### config.mk
export PLATFORM = sky130hd
export DESIGN_NAME = fuzzy_result_collector
export DESIGN_NICKNAME = d
export VERILOG_FILES = /design/src/rtl/fuzzy_pkg.sv /design/src/rtl/fuzzy_frame_fifo.sv /design/src/rtl/fuzzy_result_collector.sv
export SDC_FILE = /design/constraint.sdc
export NUM_CORES = 1
export LEC_CHECK = 0
export ABC_AREA = 1
export CORE_MARGIN = 8
export CORE_UTILIZATION = 59
export DETAILED_ROUTE_END_ITERATION = 8
export HOLD_SLACK_MARGIN = 0.12
export PLACE_DENSITY = 0.8
export REMOVE_ABC_BUFFERS = 1
export SLEW_MARGIN = 20
export SYNTH_ARGS = -nofsm -noshare
export SYNTH_HDL_FRONTEND = slang
export SYNTH_SLANG_ARGS = --single-unit
### constraint.sdc
create_clock -name clock -period 4.2 [get_ports clock]
set_input_delay 0.84 -clock clock [delete_from_list [all_inputs] [get_ports clock]]
set_output_delay 0.84 -clock clock [all_outputs]
set_load 0.005 [all_outputs]
### src/rtl/fuzzy_pkg.sv
// Shared types for the fuzzy result collector slice: default result width,
// collector FSM state encoding and the default frame word type.
package fuzzy_pkg;

  localparam int unsigned DATA_W_DEF   = 3;
  localparam int unsigned NUM_ELEM_DEF = 4;

  typedef enum logic {
    IDLE,
    FILL
  } coll_state_e;

  typedef logic [NUM_ELEM_DEF*DATA_W_DEF-1:0] frame_t;

endpackage

### src/rtl/fuzzy_frame_fifo.sv
// Small frame FIFO: synchronous push/pop, full/empty flags, head shown
// combinationally on rdata. Storage resets to zero so rdata is never X.
module fuzzy_frame_fifo #(
  parameter int unsigned DATA_W = 12,
  parameter int unsigned DEPTH  = 4
) (
  input  logic              clk,
  input  logic              rst_n,
  input  logic              push,
  input  logic              pop,
  input  logic [DATA_W-1:0] wdata,
  output logic [DATA_W-1:0] rdata,
  output logic              full,
  output logic              empty
);

  localparam int unsigned PTR_W = (DEPTH > 1) ? $clog2(DEPTH) : 1;
  localparam int unsigned CNT_W = PTR_W + 1;

  logic [DATA_W-1:0] mem_q [DEPTH];
  logic [DATA_W-1:0] mem_d [DEPTH];
  logic [PTR_W-1:0]  wr_ptr_q, wr_ptr_d;
  logic [PTR_W-1:0]  rd_ptr_q, rd_ptr_d;
  logic [CNT_W-1:0]  cnt_q, cnt_d;
  logic              do_push;
  logic              do_pop;

  assign full    = (cnt_q == CNT_W'(DEPTH));
  assign empty   = (cnt_q == '0);
  assign rdata   = mem_q[rd_ptr_q];
  assign do_pop  = pop & ~empty;
  // A push into a full FIFO only lands when the head leaves in the same cycle.
  assign do_push = push & (~full | do_pop);

  // Next-state for storage, pointers and occupancy.
  always_comb begin
    mem_d    = mem_q;
    wr_ptr_d = wr_ptr_q;
    rd_ptr_d = rd_ptr_q;
    cnt_d    = cnt_q;
    if (do_push) begin
      mem_d[wr_ptr_q] = wdata;
      wr_ptr_d        = wr_ptr_q + PTR_W'(1);
    end
    if (do_pop) begin
      rd_ptr_d = rd_ptr_q + PTR_W'(1);
    end
    if (do_push && !do_pop) begin
      cnt_d = cnt_q + CNT_W'(1);
    end else if (do_pop && !do_push) begin
      cnt_d = cnt_q - CNT_W'(1);
    end
  end

  // State registers with asynchronous active-low reset.
  always_ff @(posedge clk or negedge rst_n) begin
    if (!rst_n) begin
      for (int unsigned i = 0; i < DEPTH; i++) begin
        mem_q[i] <= '0;
      end
      wr_ptr_q <= '0;
      rd_ptr_q <= '0;
      cnt_q    <= '0;
    end else begin
      mem_q    <= mem_d;
      wr_ptr_q <= wr_ptr_d;
      rd_ptr_q <= rd_ptr_d;
      cnt_q    <= cnt_d;
    end
  end

endmodule

### src/rtl/fuzzy_result_collector.sv
// Collects valid comparator-tree results into NUM_ELEM-element frames and
// buffers them in a FIFO behind a valid/ready handshake.
// A token shift register shadows the start-gated comparator pipeline so each
// valid result is captured exactly once.
// Optional feature macro: FUZZY_COLLECT_PEAK_EN adds io_out_peak, the maximum
// unsigned element of each frame, carried as a FIFO side field.
module fuzzy_result_collector
  import fuzzy_pkg::*;
#(
  parameter int unsigned DATA_W     = DATA_W_DEF,
  parameter int unsigned PIPE_LAT   = 3,
  parameter int unsigned NUM_ELEM   = NUM_ELEM_DEF,
  parameter int unsigned FIFO_DEPTH = 4
) (
  input  logic                       clock,
  input  logic                       reset,
  input  logic                       io_start,
  input  logic                       io_in_valid,
  input  logic [DATA_W-1:0]          io_result,
  input  logic                       io_flush,
  output logic                       io_out_valid,
  input  logic                       io_out_ready,
  output logic [NUM_ELEM*DATA_W-1:0] io_out_bits,
  output logic                       io_overflow,
  output logic                       io_busy
`ifdef FUZZY_COLLECT_PEAK_EN
  ,
  output logic [DATA_W-1:0]          io_out_peak
`endif
);

  localparam int unsigned FW    = NUM_ELEM * DATA_W;
`ifdef FUZZY_COLLECT_PEAK_EN
  localparam int unsigned ENTRY_W = FW + DATA_W;
`else
  localparam int unsigned ENTRY_W = FW;
`endif
  localparam int unsigned CNT_W = (NUM_ELEM > 1) ? $clog2(NUM_ELEM) : 1;
  localparam logic [CNT_W-1:0] LAST_IDX = CNT_W'(NUM_ELEM - 1);

  logic [PIPE_LAT-1:0] tok_q, tok_d;
  logic                adv_q, adv_d;
  coll_state_e         state_q, state_d;
  logic [CNT_W-1:0]    elem_cnt_q, elem_cnt_d;
  logic [FW-1:0]       frame_q, frame_d;
  logic                overflow_q, overflow_d;
`ifdef FUZZY_COLLECT_PEAK_EN
  logic [DATA_W-1:0]   peak_q, peak_d;
`endif

  logic               capture;
  logic [CNT_W-1:0]   idx;
  logic               push;
  logic               pop;
  logic [ENTRY_W-1:0] push_data;
  logic [ENTRY_W-1:0] fifo_rdata;
  logic               fifo_full;
  logic               fifo_empty;

  assign capture = adv_q & tok_q[PIPE_LAT-1];
  assign pop     = ~fifo_empty & io_out_ready;

  // Token/advance tracking, frame assembly, push decision and overflow flag.
  // The completing element is merged into frame_d so the pushed word already
  // contains it in the same cycle.
  always_comb begin
    tok_d      = tok_q;
    adv_d      = io_start;
    state_d    = state_q;
    elem_cnt_d = elem_cnt_q;
    frame_d    = frame_q;
    push       = 1'b0;
`ifdef FUZZY_COLLECT_PEAK_EN
    peak_d     = peak_q;
`endif
    idx        = (state_q == IDLE) ? '0 : elem_cnt_q;

    if (io_flush) begin
      tok_d      = '0;
      adv_d      = 1'b0;
      elem_cnt_d = '0;
      state_d    = IDLE;
    end else begin
      if (io_start) begin
        tok_d = {tok_q[PIPE_LAT-2:0], io_in_valid};
      end
      if (capture) begin
        for (int unsigned i = 0; i < NUM_ELEM; i++) begin
          if (idx == CNT_W'(i)) begin
            frame_d[i*DATA_W +: DATA_W] = io_result;
          end
        end
`ifdef FUZZY_COLLECT_PEAK_EN
        if ((state_q == IDLE) || (io_result > peak_q)) begin
          peak_d = io_result;
        end
`endif
        if (idx == LAST_IDX) begin
          push       = 1'b1;
          elem_cnt_d = '0;
          state_d    = IDLE;
        end else begin
          elem_cnt_d = idx + CNT_W'(1);
          state_d    = FILL;
        end
      end
    end

`ifdef FUZZY_COLLECT_PEAK_EN
    push_data  = {peak_d, frame_d};
`else
    push_data  = frame_d;
`endif
    overflow_d = overflow_q | (push & fifo_full & ~pop);
  end

  // Collector FSM and tracking registers with asynchronous active-low reset.
  always_ff @(posedge clock or negedge reset) begin
    if (!reset) begin
      tok_q      <= '0;
      adv_q      <= 1'b0;
      state_q    <= IDLE;
      elem_cnt_q <= '0;
      frame_q    <= '0;
      overflow_q <= 1'b0;
`ifdef FUZZY_COLLECT_PEAK_EN
      peak_q     <= '0;
`endif
    end else begin
      tok_q      <= tok_d;
      adv_q      <= adv_d;
      state_q    <= state_d;
      elem_cnt_q <= elem_cnt_d;
      frame_q    <= frame_d;
      overflow_q <= overflow_d;
`ifdef FUZZY_COLLECT_PEAK_EN
      peak_q     <= peak_d;
`endif
    end
  end

  fuzzy_frame_fifo #(
    .DATA_W (ENTRY_W),
    .DEPTH  (FIFO_DEPTH)
  ) u_fifo (
    .clk   (clock),
    .rst_n (reset),
    .push  (push),
    .pop   (pop),
    .wdata (push_data),
    .rdata (fifo_rdata),
    .full  (fifo_full),
    .empty (fifo_empty)
  );

  assign io_out_valid = ~fifo_empty;
  assign io_out_bits  = fifo_rdata[FW-1:0];
  assign io_overflow  = overflow_q;
  assign io_busy      = (elem_cnt_q != '0) | (|tok_q);
`ifdef FUZZY_COLLECT_PEAK_EN
  assign io_out_peak  = fifo_rdata[ENTRY_W-1:FW];
`endif

endmodule

; ---- Word level (Yosys, flattened, before mapping)
; Index checks and enable logic that the tools add are counted.
[totals]
regBits = 75
latchBits = 0
mem_bits_rw = 0
rom_bits = 0
elab_cells = 78
mem_count = 0
[op_classes]
addsub = 5
n_mul = 0
div_mod_pow = 0
order_cmp = 3
eq_ne = 4
n_shift = 0
n_mux = 27
bitwise = 14
reduce_logical = 12
[op_table]
columns = operator, n
row1 = $mux 12, 5
row2 = $bwmux 48, 1
row3 = $bmux 12 s2, 1
row4 = $demux 12 s2, 1
row5 = $mux 3, 8
row6 = $mux 2, 4
row7 = $reduce_bool 2->1, 4
row8 = $mux 1, 7
row9 = $add 2x1->2 const B, 3
row10 = $and 1x1->1, 6
row11 = $ge 3x3->1 const B, 2
row12 = $not 2->3, 2
row13 = $eq 2x2->1 const B, 2
row14 = $add 3x1->3 const B, 1
row15 = $eq 3x3->1 const B, 1
row16 = $logic_and 1x1->1, 3
row17 = $logic_not 3->1, 1
row18 = $lt 3x1->1 const B, 1
row19 = $not 1->1, 3
row20 = $or 1x1->1, 3
row21 = $reduce_or 3->1, 1
row22 = $sub 3x1->3 const B, 1
row23 = $eq 2x1->1 const B, 1
row24 = $logic_not 1->1, 2
row25 = $logic_not 2->1, 1

; ---- Logic depth before layout (Yosys ltp)
; Gate-level depths: netlist (run 1).
[logic_depth]
ltp_word = 10
mapped_depth = 14
ltp_nobuf = 14

; ---- By module
; From an unflattened synthesis (run 1), not the netlist that was laid out.
[hier_totals]
hier_cells = 436
area_unflattened_um2 = 3672.3
[modules_own_cells]
columns = module, n_inst, cells_per_inst, area_per_inst_um2, seq_area_each_um2
row1 = fuzzy_frame_fifo, 1, 330, 2753.9, 1376.3
row2 = fuzzy_result_collector, 1, 106, 918.4, 500.5

; ---- Worst setup path after synthesis (run 1)
; No wires, ideal clock.
[synth_path]
kind = input-to-reg
start = input io_out_ready
end = register u_fifo.cnt_q[1]
t_arrival_ns = 2.229
required_ns = 4.075
path_slack_ns = 1.846
cell_stages = 8
path_buffers = 0
cell_sequence = nor2_1 > nand2_1 > nand2_4 > inv_1 > ha_1 > inv_1 > fa_1 > mux2_2
[synth_between]
word_cells_on_any_way = 10
[synth_lines]
columns = element, line_no
row1 = start: declaration, fuzzy_result_collector.sv:22  ; input logic io_out_ready,
row2 = $and 1x1->1, fuzzy_result_collector.sv:61  ; assign pop = ~fifo_empty & io_out_ready;
row3 = $and 1x1->1, fuzzy_frame_fifo.sv:31  ; assign do_pop = pop & ~empty;
row4 = $or 1x1->1, fuzzy_frame_fifo.sv:33  ; assign do_push = push & (~full | do_pop);
row5 = $and 1x1->1, fuzzy_frame_fifo.sv:33
row6 = named net u_fifo.do_push, fuzzy_frame_fifo.sv:25  ; logic do_push;
row7 = $logic_and 1x1->1, fuzzy_frame_fifo.sv:48  ; if (do_push && !do_pop) begin
row8 = $mux 3, fuzzy_frame_fifo.sv:48
row9 = named net u_fifo.cnt_d[1], fuzzy_frame_fifo.sv:24  ; logic [CNT_W-1:0] cnt_q, cnt_d;
row10 = end signal: assignment, fuzzy_frame_fifo.sv:68  ; cnt_q <= cnt_d;
row11 = end: declaration, fuzzy_frame_fifo.sv:24
; The timed path passes the listed nets, and every way through them passes these cells.
; A chain may end at the register's enable or synchronous reset.

; ---- Worst setup path in the final report (run 1)
[layout_path]
start = register u_fifo.rd_ptr_q[0]
end = output io_out_bits[5]
[layout_between]
elab_chain_len = 4
[layout_lines]
columns = element, line_no
row1 = start: declaration, fuzzy_frame_fifo.sv:23  ; logic [PTR_W-1:0] rd_ptr_q, rd_ptr_d;
row2 = start signal: assignment, fuzzy_frame_fifo.sv:67  ; rd_ptr_q <= rd_ptr_d;
row3 = $not 2->3 (implied by the code), fuzzy_frame_fifo.sv:30  ; assign rdata = mem_q[rd_ptr_q];
row4 = $bmux 12 s2, fuzzy_frame_fifo.sv:30
row5 = $mux 12 (implied by the code) (2 in series), fuzzy_frame_fifo.sv:30
row6 = end: declaration, fuzzy_result_collector.sv:23  ; output logic [NUM_ELEM*DATA_W-1:0] io_out_bits,
; Every way passes these cells. The select of a mux whose other input is x is not followed.

==> summary by stage, run 1 <==
Floorplanning
In this run the core area contains 28 standard-cell rows. The number of top-level pins is 24. The effective utilization at floorplan is 59.9%. The overall die height is 92.8 microns. The core box area is 5820 sq um.

The die covers 8610 sq um. In this run the horizontal extent of the chip is 92.8 microns.

Route
The iteration-0 DRC count of the detailed router is 236. The number of iterations in the first detailed-routing pass is 5. The total via count in the routed design is 2863.

After detailed routing, the number of vias per cell comes to 5.56. After detailed routing, the number of remaining DRC violations is 0. The average routed wire per standard cell is 15.5 microns. The number of antenna-violating nets in the routed design is 0. Summed over all layers, the routed wires come to 8.01 mm.

Clock network
TritonCTS built the clock tree. The clock insertion delay at the later pin of the skew report is 0.35 ns. After clock tree synthesis, the clock-pin slew on the worst setup and hold paths is 0.08 ns. The number of setup buffers added after CTS is 0. The clock sink total is 75. The clock tree synthesis step divided the H-tree into 3 levels.

The number of buffers inserted by hold repair at cts is 0. The buffer type at the clock tree root is sky130_fd_sc_hd__clkbuf_8. The count of cells resized by post-cts repair is 0. The maximum buffer depth of the clock tree is 2. The number of buffers added by the clock tree synthesis step is 9.

Timing
After layout, the worst setup slack is 0.925 ns. The clock arrives with 0.00623 ns of skew. The number of hold violations in the final report came to 0. Static timing analysis puts the maximum clock frequency at 305 MHz. The max-slew violation count is 0. The setup-violating endpoint count in the final report is 0. Subtracting the final worst setup slack from the clock period gives 3.27 ns. The part of the cycle the worst path needs is 78.0%.

The relative slew slack is 38.1%. At the pin with the least slew margin, the transition time is 0.929 ns. The worst hold margin is 0.479 ns.

The total negative slack is 0 ns. Setup repair after global routing left no endpoint under its margin.

Worst setup path
For the worst setup path, the data required time is 3.36 ns. The slack of the worst reg-to-reg path is 1.72 ns. The critical path capture point type is a primary output. The maximum fanout along the worst path is 26. Data arrives at the worst endpoint at 2.43 ns. The category of the worst setup path launch point is a flop.

The critical path class is reg2out.

Synth
The dominant synthesized flop cell is sky130_fd_sc_hd__dfrtp_1. The area share of the largest cell type after synthesis is 53.9%. Of all flip-flops after synthesis, the portion carrying an async set or reset was 100%. The most common cell in the synthesized netlist is sky130_fd_sc_hd__nand2_1.

Counting instances in the post-synthesis netlist gives the leading cell types as sky130_fd_sc_hd__nand2_1 (184), sky130_fd_sc_hd__dfrtp_1 (75), sky130_fd_sc_hd__nor2_1 (33). The synthesized design contains 75 register bits. The share of synthesized area occupied by flip-flops and latches is 53.9%. The per-instance average area after synthesis is 8.39 sq um. The yosys synthesis warning count is 0. The cell area after synthesis is 3480 sq um. Synthesis handed over a netlist of 415 instances. Synthesis instantiated 26 different standard cells from the library.

The biggest area contributor in the post-synthesis netlist is sky130_fd_sc_hd__dfrtp_1. By area the synthesized netlist is led by sky130_fd_sc_hd__dfrtp_1 (54%), sky130_fd_sc_hd__nand2_1 (20%), sky130_fd_sc_hd__o21ai_0 (4.2%). The number of enable flip-flop cells after synthesis is 0.

Power and ir drop
For this design the ratio of total power to cell area is 491 nW/um^2. The analysis attributes to cell leakage a power of 0.00205 uW. The design draws 1920 uW. The worst-case IR drop observed on VDD is 0.376 mV.

Global route
The largest net degree at the start of global routing is 76. The number of global-route vias before repair is 2869. The global-route wire length before repair is 13.6 mm. The initial antenna violation count is 0. For this run the aggregate overflow at the end of global routing stands at 0. The global router's overall resource usage is 20.3%.

Final layout
Relative to the synthesized area, the layout overhead comes to 12.1%. The fraction of final layout cells with drive strength greater than 1 is 7.05%. The final design utilization is 67.1%. The final layout net count is 454. The antenna diode instance count is 0. Counting the fill cells in the layout gives 510.

Job
Across the run, the number of max-cap violations was 0.

Status
The flow ran to the end, and the final reports show no timing, DRC or antenna violations.

Hold path
The type of the tightest min-delay check is reg2reg.

Placed design
Prior to clock tree synthesis, the placed netlist has a worst setup slack of 1.22 ns. The detailed placement HPWL is 4.99 mm. The placer's final routability congestion estimate is 0.838. In this run the tool buffered the top-level ports with 23 buffer cells.
## power breakdown
| part | internal, uW | total, uW | switching [uW] |
|---|---|---|---|
| combinational | 266 | 558 | 291 |
| sequential | 758 | 803 | 45.5 |
| clock | 288 | 556 | 268 |
| total | 1310 | 1920 | 605 |
## path summary, 6_finish.rpt
kind,start,endpoint,cells after the start
hold reg to reg,u_fifo.mem_q[29],u_fifo.mem_q[29],2
min in group asynchronous,reset,u_fifo.mem_q[27],1
setup / recovery,u_fifo.rd_ptr_q[0],io_out_bits[5],5
hold / removal,u_fifo.mem_q[29],u_fifo.mem_q[29],2
max in group asynchronous,reset,u_fifo.mem_q[46],1
setup reg to reg,elem_cnt_q[0],u_fifo.cnt_q[2],14
## through the flow
step	cells	area, sq um
2_1_floorplan	400	3380
3_3_place_gp	499	3710
3_5_place_dp	499	3710
4_1_cts	515	3900
5_1_grt	515	3900
6_report	515	3900
## critical path: stages, from the launching register on
cell and delay (ns):
sky130_fd_sc_hd__dfrtp_1 0.37, sky130_fd_sc_hd__buf_4 0.22, sky130_fd_sc_hd__inv_1 0.60, sky130_fd_sc_hd__o21ai_0 0.16
sky130_fd_sc_hd__o22ai_1 0.19, sky130_fd_sc_hd__clkdlybuf4s50_1 0.54
## cells in the final DEF, fill, tap and decap left out, types with 2 or more instances in the layout
| master | netlist | layout |
|---|---|---|
| sky130_fd_sc_hd__ha_1 | 9 | 9 |
| sky130_fd_sc_hd__dfrtp_1 | 75 | 75 |
| sky130_fd_sc_hd__o22ai_1 | 14 | 14 |
| sky130_fd_sc_hd__xor2_1 | 2 | 2 |
| sky130_fd_sc_hd__clkinv_2 | 0 | 3 |
| sky130_fd_sc_hd__nand2_2 | 4 | 4 |
| sky130_fd_sc_hd__nor2_4 | 5 | 5 |
| sky130_fd_sc_hd__o21ai_0 | 29 | 29 |
| sky130_fd_sc_hd__buf_4 | 0 | 2 |
| sky130_fd_sc_hd__clkdlybuf4s50_1 | 0 | 22 |
| sky130_fd_sc_hd__nand3_1 | 14 | 14 |
| sky130_fd_sc_hd__clkbuf_8 | 0 | 10 |
| sky130_fd_sc_hd__a21oi_1 | 2 | 2 |
| sky130_fd_sc_hd__nor2_1 | 33 | 33 |
| sky130_fd_sc_hd__inv_1 | 19 | 19 |
| sky130_fd_sc_hd__nand2_1 | 184 | 184 |
## flip-flops by register name, indices dropped and copies added (netlist names)
signal and count:
adv_q 1, elem_cnt_q 2, frame_q 12, io_overflow 1, state_q 1, tok_q 3, u_fifo.cnt_q 3, u_fifo.mem_q 48
u_fifo.rd_ptr_q 2, u_fifo.wr_ptr_q 2
## cells by family after synthesis
group / share of synthesized area [%]
xor gates and xnor gates: 0.755
DFF: 53.9
AOI/OAI and AO/OA: 7.40
and+or+nand+nor: 28.9
adders and majority gates: 3.81
buffers and inverters: 4.92
muxes: 0.323
## area by class of cell
cell class                 count  area (sq um)  area share (%)
timing repair buffer          24           235            6.03
tap                           75          93.8            2.40
sequential                    75          1880            48.1
inverter                      19          71.3            1.83
multi-input combinational    306          1430            36.7
clock buffer                  11           141            3.62
clock inverter                 5          52.6            1.35
## per-layer routing
metal	global-route usage (%)	up-vias	part of all wire, %
li1	-	1346	-
met1	25.5	1392	43
met2	32.0	107	48
met3	3.72	18	6.4
met4	12.2	0	2.5
met5	0	-	0
Power figures use the tool's default switching activity.
==> inputs of run 2 (changes only) <==
Settings changed: CORE_UTILIZATION 59 to 53, PLACE_DENSITY 0.8 to 0.76.
Clock period 4.2 ns to 2.9 ns, I/O delays scaled along.
==> summary by stage, run 2 (same netlist as run 1, synthesis figures left out) <==
Floorplanning
The width of the die is 97.0 microns. From bottom edge to top edge, the die measures 97.0 microns. The floorplan row count is 29. The overall die area is 9420 sq um.

The number of top-level pins is 24. The region available for standard cell placement spans 6350 sq um. For this configuration, the core starts out at a cell density of 54.8%.

Route
The first TritonRoute pass finished after 4 iterations. The via-per-instance ratio is 5.50. The routed design has 8.08 mm of wire. The number of antenna-violating nets in the routed design is 0.

Summing over every cut layer, the via total after detailed routing is 2858. The detailed router finished its first iteration with 249 violations. For this run, design rule violations remaining after detail routing come to 0. After detailed routing, the average wire length per cell comes to 15.5 microns.

Timing
The setup-violating endpoint count in the final report is 0. Setup repair after global routing left no endpoint under its margin. The slew at the pin with the worst max-slew slack is 0.946 ns.

The worst path uses 94.4% of the clock period. The number of hold violations in the final report is 0. For the final routed database, the setup TNS stands at 0 ns.

Static timing analysis puts the maximum clock frequency at 365 MHz. On the final layout, the worst hold slack is 0.361 ns. The worst path needs 2.74 ns of the cycle, external delays included. The final setup skew is 0.0101 ns. The max-slew violation count came to 0.

The relative slew slack is 37.0%.

Hold path
The type of the tightest min-delay check is in2async.

Final layout
The most common library cell in the layout ignoring fill and taps is sky130_fd_sc_hd__nand2_1. The finished cells cover 3930 sq um. 0 antenna diodes ended up in the layout.

The flip-flop count of the largest register, all copies and words added is 48. The post-route netlist has 7.67% of its cells at a drive strength greater than 1. Leaving out fill and tap cells, the most frequent cells in the layout are sky130_fd_sc_hd__nand2_1 (184), sky130_fd_sc_hd__dfrtp_1 (75), sky130_fd_sc_hd__nor2_1 (33). The largest registers in the layout are u_fifo.mem_q: 48 flops, frame_q: 12 flops. For this run, the share of the core covered by cells in the final layout is 61.9%. The most flop-heavy register is u_fifo.mem_q. The final layout contains 457 nets. The area added between synthesis and finish is 12.9%.

Clock network
The tree is rooted in a sky130_fd_sc_hd__clkbuf_8. The number of setup buffers added after CTS is 0. Clock latency on the worst-skew pair, taken at its later pin, is 0.36 ns.

The longest clock path from root to sink contains 2 buffers. The CTS tree is yes. The clock transition at the registers of the reported paths is 0.08 ns.

For this design, the CTS-stage hold fixing added 0 buffers. The number of gates resized after CTS was 0. The count of H-tree levels built during CTS is 3. The tree built by TritonCTS fans out to 75 sinks.

The number of buffers added by the clock tree synthesis step is 9.

Placed design
The placed instances occupy a cell area of 3730 sq um. The placer's final routability congestion estimate is 0.865. The detailed placement HPWL is 5.11 mm.

Input and output buffers added on the ports amount to 23.

Global route
The first global-routing pass estimated 13.8 mm of wire. The number of global-route vias before repair is 2776. The largest net degree at the start of global routing is 76. The global router's overall resource usage is 18.1%. For this run the aggregate overflow at the end of global routing stands at 0.

The initial antenna violation count is 0.

Power and ir drop
The peak supply drop is 0.498 mV. The total power divided by cell area is 715 nW/um^2. The leakage power summed over all cells is 0.00207 uW.

Worst setup path
The worst setup path is captured at a primary output. The category of the worst setup path launch point is a flop. In this run the worst path has a maximum fanout of 18. Data on the critical path arrives at its endpoint at 2.16 ns. For the worst setup path, the data required time is 2.32 ns. The worst setup path is of the reg2out kind.

Status
The flow ran to the end, and the final reports show no timing, DRC or antenna violations.

Job
Max-cap violations in this run came to 0.
==> run 2: changes by cell type in the layout (fill, tap and decap cells not counted) <==
cell                    delta
sky130_fd_sc_hd__buf_4     +3
==> run 2: routing by layer <==
metal / global-route usage (%) / vias up / wire [microns]
li1: - / 1351 / -
met1: 22.9 / 1391 / 3630
met2: 28.9 / 99 / 3810
met3: 4.55 / 17 / 464
met4: 6.86 / 0 / 176
met5: 0 / - / 0
==> run 2: per-stage QoR <==
| step | cells | total power (uW) | worst slack, ns |
|---|---|---|---|
| finish | 520 | 2810 | 0.163 |
| global route | 520 | 2960 | 0.101 |
| CTS | 520 | 2830 | 0.192 |
| detailed placement | 504 | 2030 | 0.212 |
| global placement | 504 | 2010 | 0.268 |
| floorplan | 400 | 1570 | 0.714 |
==> run 2: power by group <==
part           internal [uW]  switching [uW]  total, uW
logic                    410             441        850
clock network            417             388        805
registers               1100            54.6       1150
total                   1920             883       2810
==> run 2: final timing paths <==
| check | slack (ns) | to | cells after the start | startpoint |
|---|---|---|---|---|
| max reg2reg | 0.43 | u_fifo.cnt_q[2] | 14 | elem_cnt_q[0] |
| max in group asynchronous | 1.93 | io_overflow | 1 | reset |
| max | 0.16 | io_out_bits[10] | 5 | u_fifo.rd_ptr_q[0] |
| min reg2reg | 0.48 | u_fifo.mem_q[29] | 2 | u_fifo.mem_q[29] |
| min | 0.36 | u_fifo.mem_q[8] | 1 | reset |
| min in group clock | 0.48 | u_fifo.mem_q[29] | 2 | u_fifo.mem_q[29] |
==> run 2: final cells by class <==
type	instances	area (sq um)
clock inverter	5	52.6
tap	77	96.3
timing repair buffer	27	258
fill	551	2420
multi-input combinational	306	1430
sequential	75	1880
clock buffer	11	141
inverter	19	71.3
==> run 2: critical path, stage by stage (launching register included) <==
cell and delay [ns]:
sky130_fd_sc_hd__dfrtp_1 0.53, sky130_fd_sc_hd__inv_1 0.13, sky130_fd_sc_hd__buf_4 0.24, sky130_fd_sc_hd__o21ai_0 0.11, sky130_fd_sc_hd__o22ai_1 0.22, sky130_fd_sc_hd__clkdlybuf4s50_1 0.55
==> inputs of run 3 (changes only) <==
Clock period 2.9 ns to 2.36 ns, I/O delays scaled along.
==> summary by stage, run 3 (same netlist as run 1, synthesis figures left out) <==
Worst setup path
The number of cell instances on the worst register-to-register path is 14. Data arrives at the worst endpoint at 1.79 ns. On the critical path, the stage with the largest delay is an instance of sky130_fd_sc_hd__clkdlybuf4s50_1.

The critical path class is reg2out. The critical path capture point type is a primary output. In this design, the stage delay of the slowest critical-path cell is 0.53 ns. The maximum fanout along the worst path is 13. The endpoint required time on the critical path is 1.89 ns. Walking the worst path, the cells encountered are inv_2 -> clkbuf_16 -> nor2_1 -> o22ai_1 -> clkdlybuf4s50_1. The category of the worst setup path launch point is a flop.

Final layout
In the final layout, the registers with the most flip-flops are u_fifo.mem_q: 48 flops, frame_q: 12 flops. For this run, the share of the core covered by cells in the final layout is 65.0%. The most flop-heavy register is u_fifo.mem_q. Leaving out fill and tap cells, the most frequent cells in the layout are sky130_fd_sc_hd__nand2_1 (182), sky130_fd_sc_hd__dfrtp_1 (75), sky130_fd_sc_hd__nor2_1 (33).

Once layout is done, the placed cells without fillers occupy 4130 sq um. The finished layout holds 536 standard cells, fillers aside. The most common library cell in the layout ignoring fill and taps is sky130_fd_sc_hd__nand2_1. At the end of the flow, the number of nets in the layout was 473. The post-route netlist has 11.8% of its cells at a drive strength greater than 1. The flip-flop count of the largest register, all copies and words added is 48. Relative to the synthesized area, the layout overhead comes to 18.6%. The antenna diode instance count is 0.

Timing
The max-slew violation count came to 0. At the pin with the least slew margin, the transition time is 0.455 ns. Setup violations remaining at the end of the flow were counted as 0. Across the routed clock network, the largest skew measured is 0.00811 ns.

The worst pin sits at a relative slew slack of 69.7%. In the finished design, the share of the clock period the worst path needs comes to 95.7%. The peak clock frequency supported by timing is 443 MHz. The worst path needs 2.26 ns of the cycle, external delays included. Setup repair after global routing could not meet its margin everywhere. The number of hold violations in the final report is 0.

Floorplanning
For this configuration, the core starts out at a cell density of 54.8%. In this run the vertical extent of the chip is 97.0 microns. The overall die area is 9420 sq um.

The region available for standard cell placement spans 6350 sq um. Row generation in the floorplan step produced 29 rows. The width of the die is 97.0 microns. In this run the count of I/O pins placed on the die edge is 24.

Global route
The global router's overall resource usage is 17.4%. The largest net degree at the start of global routing is 42. The number of global-route vias before repair is 2801. The initial antenna violation count is 0. The first global-routing pass estimated 13.4 mm of wire. Summed over all layers, the global routing overflow is 0.

Clock network
After clock tree synthesis, the clock-pin slew on the worst setup and hold paths is 0.08 ns. For the worst-skew pair, the clock arrives at the later sink with an insertion delay of 0.35 ns. Clock tree synthesis selected as its root buffer the cell sky130_fd_sc_hd__clkbuf_8. TritonCTS built the clock tree. The clock passes through at most 2 buffers. The count of H-tree levels built during CTS is 3. The clock sink total is 75.

Buffers inserted during clock tree synthesis total 9.

Status
The flow ran to the end, and the final reports show no timing, DRC or antenna violations.

Route
The routed design has 8.25 mm of wire. The iteration-0 DRC count of the detailed router is 162. After detailed routing, the number of vias per cell comes to 5.31. Summing over every cut layer, the via total after detailed routing is 2845. The average routed wire per standard cell is 15.4 microns.

The number of antenna-violating nets in the routed design is 0. The first detailed-routing pass took 4 iterations. After detailed routing, the number of remaining DRC violations is 0.

Hold path
The type of the tightest min-delay check is reg2reg. Along the worst hold path, the cell count comes to 2.

Placed design
The placer's final routability congestion estimate is 0.844. The HPWL after detailed placement is 5.24 mm. The post-detailed-placement cell area is 3840 sq um. The count of buffers inserted at the top-level ports is 23. The number of placed instances, taps included, is 515.

Power and ir drop
The total power consumption of the routed design is 3620 uW. The total power divided by cell area is 877 nW/um^2. For this design the static power due to leakage is 0.00218 uW.

The worst-case IR drop observed on VDD is 0.483 mV.

Job
Across the run, the number of max-cap violations was 0.
run 3: worst paths after layout:
| kind | slack [ns] | startpoint | endpoint |
|---|---|---|---|
| max | 0.10 | u_fifo.rd_ptr_q[0] | io_out_bits[9] |
| min | 0.48 | u_fifo.mem_q[19] | u_fifo.mem_q[19] |
| max in group asynchronous | 1.17 | reset | u_fifo.mem_q[45] |
| max reg2reg | 0.17 | state_q | u_fifo.cnt_q[2] |
| min reg2reg | 0.48 | u_fifo.mem_q[19] | u_fifo.mem_q[19] |
| min in group asynchronous | 0.62 | reset | u_fifo.mem_q[7] |
run 3: stage by stage:
stage	hold slack, ns	TNS (ns)	worst slack (ns)
finish	0.478	0	0.101
global route	0.502	-0.0566	-0.0553
CTS	0.480	0	0.00188
detailed placement	0.457	-0.0136	-0.0136
global placement	0.453	0	0.0343
floorplan	0.176	0	0.174
run 3: cell type report:
cell class                      instances  area, sq um
Fill cell                             517         2220
Clock buffer                           11          131
Sequential cell                        75         1880
Timing Repair Buffer                   43          432
Tap cell                               77         96.3
Clock inverter                          5         77.6
Multi-Input combinational cell        306         1440
Inverter                               19         75.1
run 3: power breakdown:
| group | total (uW) | switching, uW | leakage (uW) | internal, uW |
|---|---|---|---|---|
| Combinational | 1160 | 584 | 0.00106 | 577 |
| Sequential | 1400 | 52.4 | 0.00102 | 1350 |
| Clock | 1060 | 465 | 0.000103 | 593 |
run 3: repair_timing:
item | in CTS | in global routing
hold endpoints to repair | 34 | 0
cloned | 0 | 1
endpoints found under the setup margin | 6 | 6
resized for setup | 1 | 9
hold buffers | 1 | 0
buffers inserted | 0 | 3
run 3: worst max-delay path, delay by kind of cell (launching register included):
family / cells / cell delay (ns)
flip-flops: 1 / 0.40
AO/OA/AOI/OAI: 1 / 0.16
AND/OR/NAND/NOR: 1 / 0.04
buffers and inverters: 3 / 0.84
run 3: layer usage:
layer  vias to the layer above  part of all wire [%]  global-route usage, %
met2                        95                    49                   28.5
met4                         0                   1.8                   8.99
met3                        13                   6.9                   3.49
met1                      1352                    43                   21.1
met5                         -                     0                      0
li1                       1385                     -                      -
